===== src/rtl/booth16_mul_ctrl.sv =====
// booth16_mul_ctrl
//   Sequencing FSM for a radix-16 Booth multiplier datapath. Accepts an
//   operand request, then steps the datapath through ITERS Booth digits,
//   one per cycle. After that it holds the finished product for the
//   consumer until the consumer takes it. Operand and product data never
//   pass through this block.
//
//   state | meaning
//   ------+------------------------------------------------------------
//   IDLE  | ready for a request; load/acc_clr follow in_valid_i
//   RUN   | accumulating Booth digit cnt_q (0..ITERS-1), acc_en high
//   DONE  | product final, out_valid_o held until out_ready_i
//
// Ports
//   clk_i          clock, rising edge
//   rst_n_i        asynchronous active-low reset
//   in_valid_i     requester presents operands
//   in_ready_o     controller can accept a request (IDLE)
//   out_valid_o    accumulator holds the final product (DONE)
//   out_ready_i    consumer takes the product
//   load_o         load multiplier shift reg + multiplicand reg, clear last_bit
//   acc_clr_o      synchronous accumulator clear
//   acc_en_o       add current Booth partial product into accumulator
//   digit_idx_o    Booth digit being consumed (weight 16^idx), 0 outside RUN
//   last_digit_o   this acc_en cycle consumes digit ITERS-1
//   busy_o         state is not IDLE

module booth16_mul_ctrl #(
   parameter  int WIDTH = 32,
   localparam int ITERS = WIDTH / 4,
   localparam int CW    = $clog2(ITERS)
) (
   input  logic          clk_i,
   input  logic          rst_n_i,
   input  logic          in_valid_i,
   output logic          in_ready_o,
   output logic          out_valid_o,
   input  logic          out_ready_i,
   output logic          load_o,
   output logic          acc_clr_o,
   output logic          acc_en_o,
   output logic [CW-1:0] digit_idx_o,
   output logic          last_digit_o,
   output logic          busy_o
);

   typedef enum logic [1:0] {
      IDLE = 2'd0,
      RUN  = 2'd1,
      DONE = 2'd2
   } state_t;

   localparam logic [CW-1:0] LAST_CNT = CW'(ITERS - 1);

   state_t        state_q, state_d;
   logic [CW-1:0] cnt_q, cnt_d;

   always_ff @(posedge clk_i or negedge rst_n_i) begin
      if (!rst_n_i) begin
         state_q <= IDLE;
         cnt_q   <= '0;
      end else begin
         state_q <= state_d;
         cnt_q   <= cnt_d;
      end
   end

   always_comb begin
      state_d      = state_q;
      cnt_d        = cnt_q;
      in_ready_o   = 1'b0;
      out_valid_o  = 1'b0;
      load_o       = 1'b0;
      acc_clr_o    = 1'b0;
      acc_en_o     = 1'b0;
      digit_idx_o  = '0;
      last_digit_o = 1'b0;
      busy_o       = 1'b1;

      unique case (state_q)
         IDLE: begin
            in_ready_o = 1'b1;
            busy_o     = 1'b0;
            // Mealy so the datapath captures operands on the accept edge;
            // gated by reset so nothing is loaded while reset is held.
            load_o     = in_valid_i & rst_n_i;
            acc_clr_o  = in_valid_i & rst_n_i;
            cnt_d      = '0;
            if (in_valid_i) begin
               state_d = RUN;
            end
         end

         RUN: begin
            acc_en_o     = 1'b1;
            digit_idx_o  = cnt_q;
            last_digit_o = (cnt_q == LAST_CNT);
            if (cnt_q == LAST_CNT) begin
               cnt_d   = '0;
               state_d = DONE;
            end else begin
               cnt_d = cnt_q + 1'b1;
            end
         end

         DONE: begin
            out_valid_o = 1'b1;
            // Exit always passes through IDLE, so no accept in this cycle.
            if (out_ready_i) begin
               state_d = IDLE;
            end
         end

         default: begin
            state_d = IDLE;
            cnt_d   = '0;
         end
      endcase
   end

endmodule

===== config.mk =====
export PLATFORM = sky130hd
export DESIGN_NAME = booth16_mul_ctrl
export DESIGN_NICKNAME = d
export VERILOG_FILES = /design/src/rtl/booth16_mul_ctrl.sv
export SDC_FILE = /design/constraint.sdc
export NUM_CORES = 1
export LEC_CHECK = 0
export CORE_AREA = 2 2 39 41
export CTS_CLUSTER_DIAMETER = 150
export DETAILED_ROUTE_END_ITERATION = 7
export DIE_AREA = 0 0 41 43
export MAX_ROUTING_LAYER = met4
export PLACE_DENSITY = 0.49
export SLEW_MARGIN = 20
export SYNTH_ARGS = -nofsm -noshare
export SYNTH_HDL_FRONTEND = slang
export SYNTH_SLANG_ARGS = --single-unit

===== constraint.sdc =====
create_clock -name clk_i -period 1.5 [get_ports clk_i]
set_input_delay 0.3 -clock clk_i [delete_from_list [all_inputs] [get_ports clk_i]]
set_output_delay 0.3 -clock clk_i [all_outputs]
set_load 0.01 [all_outputs]

After elaboration in Yosys (flattened, before gate mapping)
Cells that the tools add are included.
- bits of input ports: 4
- word-level logic and storage cells: 25
- output and inout port bits: 10
- register bits after elaboration: 5
- add/subtract/negate cells: 1
- equality and inequality tests: 6
- bitwise gates (word level): 1
- mux-type cells: 13
- reductions and logical operators: 2
- operators by type and width (cell ; number):
    2-to-1 mux 1 bit ; 6
    2-to-1 mux 2 bit ; 3
    2-to-1 mux 3 bit ; 2
    inequality test 2 bit (second input constant) ; 3
    one-hot mux 2 bit (3 select lines) ; 1
    one-hot mux 3 bit (2 select lines) ; 1
    adder 3 x 1 -> 3 bit (second input constant) ; 1
    equality test 3 bit (second input constant) ; 1
    AND reduction 3 bit ; 1
    equality test 2 x 1 -> 1 bit (second input constant) ; 1
    equality test 2 bit (second input constant) ; 1
    logical NOT 2 bit ; 1
    bitwise AND 1 bit ; 1

Longest topological paths before layout
- depth in word-level cells: 3
- mapped depth: 4

Worst setup path before layout
OpenSTA, ideal clock, no wires.
- path type: reg-to-output
- start: register state_q[1]
- end: output port load_o
- data required time: 1200 ps
- slack: 148 ps
- stages on the path, launching flop included: 4
- arrival time: 1052 ps
- buffers on the path: 1
- path through: dfrtp_1 -> nor2_1 -> and3_1 -> buf_4
- word-level cells in the longest chain between the ends: 2
- ends and longest elaborated chain (element ; RTL line ; text):
    start: declaration ; 55 ; state_t state_q, state_d;
    start signal: assignment ; 63 ; state_q <= state_d;
    logical NOT 2 bit ; n/a ;
    2-to-1 mux 1 bit ; n/a ;
    end: declaration ; 39 ; output logic load_o,
No other way between the ends.

Final worst setup path
- start: register state_q[1]
- end: output port last_digit_o
- word-level cells in the longest chain between the ends: 2
- ends and longest elaborated chain (element ; RTL line ; text):
    equality test 2 x 1 -> 1 bit ; 80 ; unique case (state_q)
    2-to-1 mux 1 bit ; 80 ;
    end: declaration ; 43 ; output logic last_digit_o,
No other way between the ends.

==> results by group <==
Setup path
  • Required time worst endpoint: 1.20 ns
  • Setup Crit Path Kind: reg -> out
  • Kind of launch point of the worst setup path: flop
  • Critical path's largest stage delay: 0.39 ns
  • Reg2reg start: state_q[1]$_DFFE_PN0P_
  • Sequence of cells on the critical path: buf_6, nor2b_4, buf_6, and2_4, buf_6
  • Cell repeated most along the worst path: buf_6
  • Worst reg2reg setup slack: 0.21 ns
  • Worst endpoint data arrival time: 1.22 ns
  • Endpoint type of the worst setup path: output port
  • Maximum fanout encountered on the critical timing path: 4
  • Worst path slowest cell: dfrtp_1
  • Endpoint of the lowest-slack register-to-register path: cnt_q[0]$_DFFE_PN0N_
  • Worst Reg-to-Reg Cells: 5

Layout
  • Cell area after layout: 608 um^2
  • Sequential standard cell area: 125 um^2
  • Synth-to-layout area growth: 104%
  • Fill cells: 150
  • Antenna cells: 0
  • Area used by multi-input combinational logic: 170 um^2
  • Number of nets in the final layout: 66
  • Proportion of layout cells with a drive suffix above 1: 67.8%
  • Most common library cell in the layout ignoring fill and taps: buf_4
  • Core Util, Final: 43.9%
  • Most frequent cells in the layout: 13 x buf_4, 10 x buf_6, 5 x dfrtp_1

Placement
  • Number of buffers inserted by port buffering: 13
  • Final weighted congestion in routability-driven placement: 0.706
  • Sum of net half-perimeters after detailed placement: 558 um
  • Pre-CTS setup slack: -0.278 ns
  • Instance area at placement: 497 um^2

Yosys
  • Post-Synthesis Net Count: 34
  • Sequential element share of the synthesized area: 42.0%
  • Post-Syn Instances: 28
  • Number of synthesized register bits: 5
  • Yosys cell types: 14
  • Synthesized area: 298 um^2
  • Synth Warn #: 0
  • Syn Area/Cell: 10.6 um^2

Power and ir drop
  • Pwr per Cell Area: 1850 nW/um^2
  • Leakage power figure: 0.320 nW
  • Max VDD drop: 0.000744 V

Clock tree
  • Latest clock arrival within the worst-skew pair: 0.24 ns
  • CTS tree: built
  • Number of H-tree levels: 1
  • Clock tree buffer depth: 2
  • Root Driver: clkbuf_4
  • Clock transition at the register clock pins on the worst setup and hold paths after CTS: 0.05 ns
  • Hold buffer count at CTS: 0
  • Sinks on Clock Net: 5
  • Number of buffers created by CTS: 3

Routing
  • First-pass DRT Iterations: 2
  • Violation count after the first detailed-route iteration: 2
  • Number of vias after detailed routing: 296
  • Final routed wire length divided by cell count: 10.4 um
  • Final antenna-violating net count: 0
  • Post-route DRC violation count: 0
  • Routed WL: 778 um
  • Via-to-Cell Ratio: 3.95

Global route
  • Global-route met1 utilization: 15.3%
  • Total congestion overflow after global routing: 0
  • GRT Max-Usage Layer: met2
  • Pin count of the biggest net entering global routing: 6
  • Global-route wire length before repair: 1370 um
  • Routing usage on met3: 4.71%
  • Met2 demand-to-capacity share in global routing: 17.2%
  • Number of antenna violations at the first check in global routing: 0
  • Number of global-route vias before repair: 306
  • Overall fraction of global-route tracks in use: 12.4%

Timing
  • RSZ-0062 raised after global routing: true
  • Normalized max-slew margin: 88.9%
  • Final worst hold slack: 0.354 ns
  • Maximum clock frequency: 656 MHz
  • Aggregate negative setup slack: -0.0644 ns
  • Final-report setup violation count: 5
  • Share of the clock period used by the worst path: 102%
  • Min Tclk post-route: 1.52 ns
  • Least-Margin Pin Slew: 0.166 ns
  • Setup WS post-layout: -0.0243 ns
  • Count of final hold-check violations: 0
  • Worst Clk Skew: 0.00546 ns
  • Pins over their slew limit: 0

Floorplan
  • Initial cell density of the core: 21.5%
  • Core Box Area: 1380 um^2
  • Number of placement rows: 14
  • Vert. Die Dim: 43 um
  • Chip Width: 41 um
  • I/O pin total: 14
  • Die area: 1760 um^2

Flow run
  • Max-cap violations: 0

Outcome
  • Violations in the final reports: setup timing
  • Result of the run: finished with violations

Hold path
  • Hold crit path type: in -> async
[synth_stat cells]
cell      n  area, um^2
nand2b_1  2        12.5
and2_1    4        25.0
nor2_1    2        7.51
nor2b_4   1        13.8
ha_1      2        25.0
a22o_1    3        26.3
buf_6     1        11.3
and2b_4   1        10.0
buf_4     1        7.51
a21oi_1   1        5.00
inv_1     3        11.3
and3_1    1        6.26
a32o_2    1        11.3
dfrtp_1   5         125
[cell families after synthesis]
| family | synth area share [%] |
|---|---|
| AO/OA/AOI/OAI | 14.3 |
| adder cells (fa/ha/maj) | 8.40 |
| buffers and inverters | 10.1 |
| flip-flops | 42.0 |
| AND/OR/NAND/NOR | 25.2 |
[cell type report]
type                    instances  share of cell area [%]
well taps                      16                    3.29
multi-input cells              18                    28.0
repair buffers                 29                    42.0
inverters                       3                    1.85
flip-flops and latches          5                    20.6
clock buffers                   4                    4.32
[metal layers]
metal | share of wire (%) | wire (um)
met1 | 45 | 350
met2 | 47 | 368
met3 | 7.5 | 58
met4 | 0 | 0
met5 | 0 | 0
[power breakdown]
| group | switching (mW) | internal (mW) |
|---|---|---|
| Combinational | 0.258 | 0.485 |
| Sequential | 0.0381 | 0.188 |
| Clock | 0.0548 | 0.101 |
| Total | 0.350 | 0.774 |
[state kept, by name (all words and copies together), names as in the netlist]
register and flops:
cnt_q 3, state_q 2
[worst max-delay path, delay by kind of cell, from the launching register on]
family                 cells  cell delay [ns]
flip-flops                 1             0.39
buffers and inverters      3             0.33
AND/OR/NAND/NOR            2             0.26
[through the flow]
stage | total power, mW | instances
floorplan | 0.508 | 28
global placement | 0.782 | 64
detailed placement | 0.793 | 64
CTS | 1.06 | 74
global route | 1.23 | 75
finish | 1.12 | 75
[repair_timing]
action / in CTS / in global routing
setup endpoints to repair: 10 / 8
cloned: 0 / 0
pin swaps: 1 / 2
buffers inserted: 6 / 2
gates resized for setup: 47 / 13
[worst max-delay path by stage]
stage,slack (ns),depth (start not counted),endpoint,startpoint
2_1_floorplan,0.15,3,load_o,state_q[1]$_DFFE_PN0P_
3_3_place_gp,-0.27,3,acc_clr_o,in_valid_i
3_5_place_dp,-0.28,3,load_o,in_valid_i
4_1_cts,-0.11,5,digit_idx_o[1],state_q[0]$_DFFE_PN0P_
5_1_grt,-0.09,5,last_digit_o,state_q[1]$_DFFE_PN0P_
6_report,-0.02,5,last_digit_o,state_q[1]$_DFFE_PN0P_
Power figures use the tool's default switching activity.
